$ cat src/rtl/beta_run_monitor_pkg.sv
// ============================================================================
// Module  : beta_run_monitor_pkg
// Brief   : Shared state encoding and default parameters for the run monitor.
// Rev     : 1.0  initial release
// ============================================================================
`default_nettype none

package beta_run_monitor_pkg;

  typedef enum logic [2:0] {
    S_IDLE    = 3'd0,
    S_PRIME   = 3'd1,
    S_RUN     = 3'd2,
    S_DONE    = 3'd3,
    S_TIMEOUT = 3'd4
  } state_t;

  localparam int c_DEF_PC_W        = 32;
  localparam int c_DEF_CNT_W       = 32;
  localparam int c_DEF_HALT_CYCLES = 4;
  localparam int c_DEF_MAX_CYCLES  = 1000;
  localparam int c_DEF_TRACE_DEPTH = 16;

endpackage

`default_nettype wire

$ cat src/rtl/beta_trace_buf.sv
// ============================================================================
// Module  : beta_trace_buf
// Brief   : Circular PC trace with saturating count and registered indexed read.
// Rev     : 1.0  initial release
// ============================================================================
`default_nettype none

module beta_trace_buf #(
  parameter int PC_W        = 32,
  parameter int TRACE_DEPTH = 16,
  localparam int c_AW       = $clog2(TRACE_DEPTH)
) (
  input  logic            clk,
  input  logic            i_rst_n,
  input  logic            i_clr,
  input  logic            i_wr_en,
  input  logic [PC_W-1:0] i_wr_data,
  output logic [c_AW:0]   o_cnt,
  input  logic            i_rd_en,
  input  logic [c_AW-1:0] i_rd_idx,
  output logic [PC_W-1:0] o_rd_data,
  output logic            o_rd_valid
);

  localparam logic [c_AW:0] c_FULL = (c_AW+1)'(TRACE_DEPTH);

  logic [PC_W-1:0] r_mem [TRACE_DEPTH];
  logic [c_AW-1:0] r_wptr;
  logic [c_AW:0]   r_cnt;
  logic [c_AW-1:0] w_rd_addr;
  logic            w_rd_hit;

  // When full, the low count bits are zero, so the oldest entry sits at wptr.
  assign w_rd_addr = r_wptr - r_cnt[c_AW-1:0] + i_rd_idx;
  assign w_rd_hit  = ({1'b0, i_rd_idx} < r_cnt);

  always_ff @(posedge clk) begin
    if (i_wr_en && !i_clr) begin
      r_mem[r_wptr] <= i_wr_data;
    end
  end

  always_ff @(posedge clk or negedge i_rst_n) begin
    if (!i_rst_n) begin
      r_wptr     <= '0;
      r_cnt      <= '0;
      o_rd_data  <= '0;
      o_rd_valid <= 1'b0;
    end else begin
      if (i_clr) begin
        r_wptr <= '0;
        r_cnt  <= '0;
      end else if (i_wr_en) begin
        r_wptr <= r_wptr + 1'b1;
        if (r_cnt != c_FULL) begin
          r_cnt <= r_cnt + 1'b1;
        end
      end
      o_rd_valid <= i_rd_en;
      if (i_rd_en) begin
        o_rd_data <= w_rd_hit ? r_mem[w_rd_addr] : '0;
      end
    end
  end

  assign o_cnt = r_cnt;

endmodule

`default_nettype wire

$ cat src/rtl/beta_run_monitor.sv
// ============================================================================
// Module  : beta_run_monitor
// Brief   : Run control, halt/timeout detection and PC trace for the beta core.
// Rev     : 1.0  initial release
// ============================================================================
`default_nettype none

module beta_run_monitor
  import beta_run_monitor_pkg::*;
#(
  parameter int PC_W        = c_DEF_PC_W,
  parameter int CNT_W       = c_DEF_CNT_W,
  parameter int HALT_CYCLES = c_DEF_HALT_CYCLES,
  parameter int MAX_CYCLES  = c_DEF_MAX_CYCLES,
  parameter int TRACE_DEPTH = c_DEF_TRACE_DEPTH
) (
  input  logic                           clk,
  input  logic                           RESET_N,
  input  logic                           start,
  input  logic [PC_W-1:0]                pc,
  output logic                           core_rst,
  output logic                           running,
  output logic                           done,
  output logic                           timeout,
  output logic [CNT_W-1:0]               cycle_count,
  output logic [$clog2(TRACE_DEPTH):0]   trace_cnt,
  input  logic                           rd_en,
  input  logic [$clog2(TRACE_DEPTH)-1:0] rd_idx,
  output logic [PC_W-1:0]                rd_data,
  output logic                           rd_valid
);

  localparam int              c_SW        = $clog2(HALT_CYCLES);
  localparam logic [c_SW-1:0] c_HALT_LAST = c_SW'(HALT_CYCLES - 1);
  localparam logic [CNT_W-1:0] c_CNT_LAST = CNT_W'(MAX_CYCLES - 1);

  state_t           r_state, w_state_nxt;
  logic [CNT_W-1:0] r_cycle_count;
  logic [c_SW-1:0]  r_stable, w_stable_nxt;
  logic [PC_W-1:0]  r_pc_prev;
  logic             w_first, w_pc_same;
  logic             r_core_rst, r_running, r_done, r_timeout;

  // The cycle counter is zero only in the first RUN cycle after PRIME. In RUN
  // the previous PC always equals the last recorded trace entry, so one
  // compare drives both the stable counter and the trace write.
  assign w_first   = (r_state == S_RUN) && (r_cycle_count == '0);
  assign w_pc_same = !w_first && (pc == r_pc_prev);

  always_comb begin
    w_stable_nxt = w_pc_same ? r_stable + 1'b1 : '0;
    w_state_nxt  = r_state;
    case (r_state)
      S_IDLE:    if (start) w_state_nxt = S_PRIME;
      S_PRIME:   w_state_nxt = S_RUN;
      S_RUN: begin
        if (w_stable_nxt == c_HALT_LAST)        w_state_nxt = S_DONE;
        else if (r_cycle_count == c_CNT_LAST)   w_state_nxt = S_TIMEOUT;
      end
      S_DONE:    if (start) w_state_nxt = S_PRIME;
      S_TIMEOUT: if (start) w_state_nxt = S_PRIME;
      default:   w_state_nxt = S_IDLE;
    endcase
  end

  always_ff @(posedge clk or negedge RESET_N) begin
    if (!RESET_N) begin
      r_state       <= S_IDLE;
      r_core_rst    <= 1'b1;
      r_running     <= 1'b0;
      r_done        <= 1'b0;
      r_timeout     <= 1'b0;
      r_cycle_count <= '0;
      r_stable      <= '0;
      r_pc_prev     <= '0;
    end else begin
      r_state    <= w_state_nxt;
      r_core_rst <= (w_state_nxt == S_IDLE) || (w_state_nxt == S_PRIME);
      r_running  <= (w_state_nxt == S_RUN);
      r_done     <= (w_state_nxt == S_DONE);
      r_timeout  <= (w_state_nxt == S_TIMEOUT);
      if (w_state_nxt == S_PRIME) begin
        r_cycle_count <= '0;
        r_stable      <= '0;
      end else if (r_state == S_RUN) begin
        r_cycle_count <= r_cycle_count + 1'b1;
        r_stable      <= w_stable_nxt;
        r_pc_prev     <= pc;
      end
    end
  end

  beta_trace_buf #(
    .PC_W        (PC_W),
    .TRACE_DEPTH (TRACE_DEPTH)
  ) u_trace (
    .clk        (clk),
    .i_rst_n    (RESET_N),
    .i_clr      (w_state_nxt == S_PRIME),
    .i_wr_en    ((r_state == S_RUN) && !w_pc_same),
    .i_wr_data  (pc),
    .o_cnt      (trace_cnt),
    .i_rd_en    (rd_en),
    .i_rd_idx   (rd_idx),
    .o_rd_data  (rd_data),
    .o_rd_valid (rd_valid)
  );

  assign core_rst    = r_core_rst;
  assign running     = r_running;
  assign done        = r_done;
  assign timeout     = r_timeout;
  assign cycle_count = r_cycle_count;

endmodule

`default_nettype wire

$ cat config.mk
export PLATFORM = sky130hd
export DESIGN_NAME = beta_run_monitor
export DESIGN_NICKNAME = d
export VERILOG_FILES = /design/src/rtl/beta_run_monitor_pkg.sv /design/src/rtl/beta_trace_buf.sv /design/src/rtl/beta_run_monitor.sv
export SDC_FILE = /design/constraint.sdc
export NUM_CORES = 1
export LEC_CHECK = 0
export CAP_MARGIN = 20
export CORE_MARGIN = 3
export CORE_UTILIZATION = 40
export CTS_CLUSTER_SIZE = 12
export DETAILED_ROUTE_END_ITERATION = 6
export DONT_BUFFER_PORTS = 1
export HOLD_SLACK_MARGIN = 0.06
export SLEW_MARGIN = 30
export SYNTH_ARGS = -nofsm -noshare
export SYNTH_HDL_FRONTEND = slang
export SYNTH_SLANG_ARGS = --single-unit
$ cat constraint.sdc
create_clock -name clk -period 3.1 [get_ports clk]
set_clock_uncertainty 0.2 [all_clocks]
set_input_delay 0.775 -clock clk [delete_from_list [all_inputs] [get_ports clk]]
set_output_delay 0.775 -clock clk [all_outputs]
set_load 0.01 [all_outputs]
==> results.yml <==
run_status:
  status: "complete, but fails checks"
  violations: "negative hold slack, negative setup slack"
yosys:
  synth_top_area_share: 0.612
  ys_seq_elements: 627
  syn_avg_cell_area_um2: 17.2
  ys_warn_count: 0
  synth_flop_cell: "edfxtp_1"
  synth_fp_nets: 1521
  syn_area_mm2: 0.0251
  synth_edf_count: 512
  ys_seq_area_frac: 0.727
  synth_async_sr_flop_share: 0.183
  synth_largest_area_cell: "edfxtp_1"
  syn_inst: 1463
  yosys-top-cells-area: "edfxtp_1 61%, mux4_2 11%, dfrtp_1 11%"
  synth.distinct_cells: 51
floorplanning:
  initial_utilization: 0.406
  die_w_um: 257
  core_mm2: 0.0619
  dieArea_mm2: 0.0659
  die_y_um: 257
  ios: 114
  placementRows: 91
critical_path:
  crit_slowest_cell: "fa_4"
  worstPathCellList: "inv_2 -> ha_4 -> inv_4 -> ha_4 -> inv_2 -> fa_4 -> buf_12 -> buf_4 -> mux4_2 -> nand2_1 -> nand3_1 -> a32o_1"
  end_kind: "register"
  crit_path_max_fanout: 7
  path_class: "register to register"
  critPathRequiredTime_ns: 3.38
  worstPathArrival_ns: 3.60
  slowest_delay_ns: 0.97
  start_kind: "register"
sta:
  finalHoldViolCount: 115
  clock.fmax_mhz: 301
  tightest_slew_ns: 0.784
  setup_ws_ns: -0.223
  drv_slew: 0
  rsz0062_at_grt: "true"
  period_share: 1.07
  maxSlewHeadroom: 0.472
  whs_ns: -0.326
  fin_crit_ns: 3.32
  finalSetupViolations: 32
global_routing:
  grt_max_degree: 116
  grt_pass1_wl_um: 97900
  track_usage: 0.202
  grt.overflow.total: 0
  antenna_found_initial: 1
  grt_pass1_vias: 14343
route:
  wl_met3_um: 4920
  drtPass1Iterations: 5
  met2WireLength_um: 33300
  viasPerCell: 5.54
  detailroute.via_count: 13998
  routed_wl_um: 66600
  antenna_left: 0
  drt_iter0_markers: 1102
  drc: 0
  wl_per_cell_um: 26.3
  top_layer: "met4"
  met1Wirelength_um: 27000
placement:
  hpwl_um: 36800
  io_buffers: 0
  dp_slack_ns: -0.474
  dpl_cell_area_mm2: 0.0275
  place.gp.congestion: 0.762
clock_tree:
  htree_num_levels: 3
  cts_sinks: 627
  cts_made_buffers: 68
  cts_tree: "built"
  clock_latency_ns: 0.61
  clk_pin_slew_ns: 0.06
  cts_root_buf: "clkbuf_16"
  hold_buffers: 38
  cts_buffer_depth: 3
layout:
  drive_gt1_frac: 0.255
  fin_area_mm2: 0.0305
  final_cell_mix: "512 x edfxtp_1, 226 x nand2_1, 128 x mux4_2"
  fillerInstances: 5143
  utilization: 0.492
  area_growth_pct: 21.4
  layout.nets: 1693
  final_common_cell: "edfxtp_1"
flow_run:
  drv_cap: 0
hold_path:
  hp-class: "input port to asynchronous set/reset pin"
metal layers:
layer	vias to the layer above	global-route usage
li1	6008	-
met1	7397	0.268
met2	510	0.335
met3	83	0.0468
met4	0	0.0534
met5	-	0
through the flow:
stage,hold slack [ns],cells,TNS (ns)
after CTS,-0.370,2516,-4.84
after global routing,-0.352,2526,-7.86
final,-0.326,2527,-5.36
after floorplan,0.266,1463,-0.595
after detailed placement,0.282,2345,-70.16
after global placement,0.277,2345,-80.64
cells in the mapped netlist, types with 6 or more instances:
library cell,instances
a21oi_1,6
a32o_1,32
and2_1,7
and3_1,18
and4_1,7
buf_2,20
clkbuf_1,47
dfrtp_1,114
edfxtp_1,512
ha_1,15
inv_1,20
mux4_2,128
nand2_1,253
nand3_1,50
nand3b_1,35
nand4_1,9
nor2_1,41
nor3_1,7
nor4_1,16
o21ai_0,6
xnor2_1,9
xor2_1,54
state kept, by name, indices dropped and copies added, names as in the netlist:
| signal | flops |
|---|---|
| u_trace.r_mem | 512 |
| cycle_count | 32 |
| r_pc_prev | 32 |
| u_trace.o_rd_data | 32 |
| u_trace.o_cnt | 5 |
| u_trace.r_wptr | 4 |
| r_state | 3 |
| r_stable | 2 |
| core_rst | 1 |
| done | 1 |
| running | 1 |
| timeout | 1 |
| u_trace.o_rd_valid | 1 |
repair_timing:
item	in CTS	in global routing
setup buffers	6	3
gates cloned	3	8
gates resized for setup	18	40
hold endpoints to repair	653	115
pin swaps	27	33
setup endpoints to repair	543	476
logic make-up (layout without fill, tap and decap cells):
family,count (synthesis),after routing,share of synthesized area
AOI/OAI and AO/OA,70,70,0.0234
xor gates and xnor gates,63,63,0.0220
adders and majority gates,18,18,0.00986
buffers and inverters,94,320,0.0158
DFF,627,627,0.727
muxes,131,131,0.116
other,0,1,0
and+or+nand+nor,460,460,0.0864
layout make-up:
type	instances	area (um^2)	area share
sequential	627	18300	0.599
tap	837	1050	0.0343
clock inverter	22	208	0.00681
timing repair buffer	176	2310	0.0757
clock buffer	102	1900	0.0623
antenna	1	2.50	0.0000821
multi-input combinational	742	6690	0.219
inverter	20	85.1	0.00279
final timing paths:
check	startpoint	end	slack (ns)	cells after the start
setup / recovery	u_trace.r_wptr[0]$_DFFE_PN0P_	u_trace.o_rd_data[21]$_DFFE_PN0P_	-0.22	12
hold / removal	RESET_N	cycle_count[23]$_DFFE_PN0P_	-0.33	0
setup reg to reg	u_trace.r_wptr[0]$_DFFE_PN0P_	u_trace.o_rd_data[21]$_DFFE_PN0P_	-0.22	12
hold reg to reg	r_pc_prev[28]$_DFFE_PN0P_	r_pc_prev[28]$_DFFE_PN0P_	0.30	2
max in group asynchronous	RESET_N	core_rst$_DFF_PN1_	2.80	0
min in group clk	pc[11]	r_pc_prev[11]$_DFFE_PN0P_	0.10	2
critical path: cells and delay by family (launching register included):
family          cells  cell delay [ns]
flops               1             0.39
fa+ha+maj           3             1.30
buf+inv             5             0.51
compound gates      1             0.28
mux                 1             0.32
simple gates        2             0.18
Power is not shown: default switching activity piles up to over one toggle a cycle in this logic, so the estimate is an artifact.
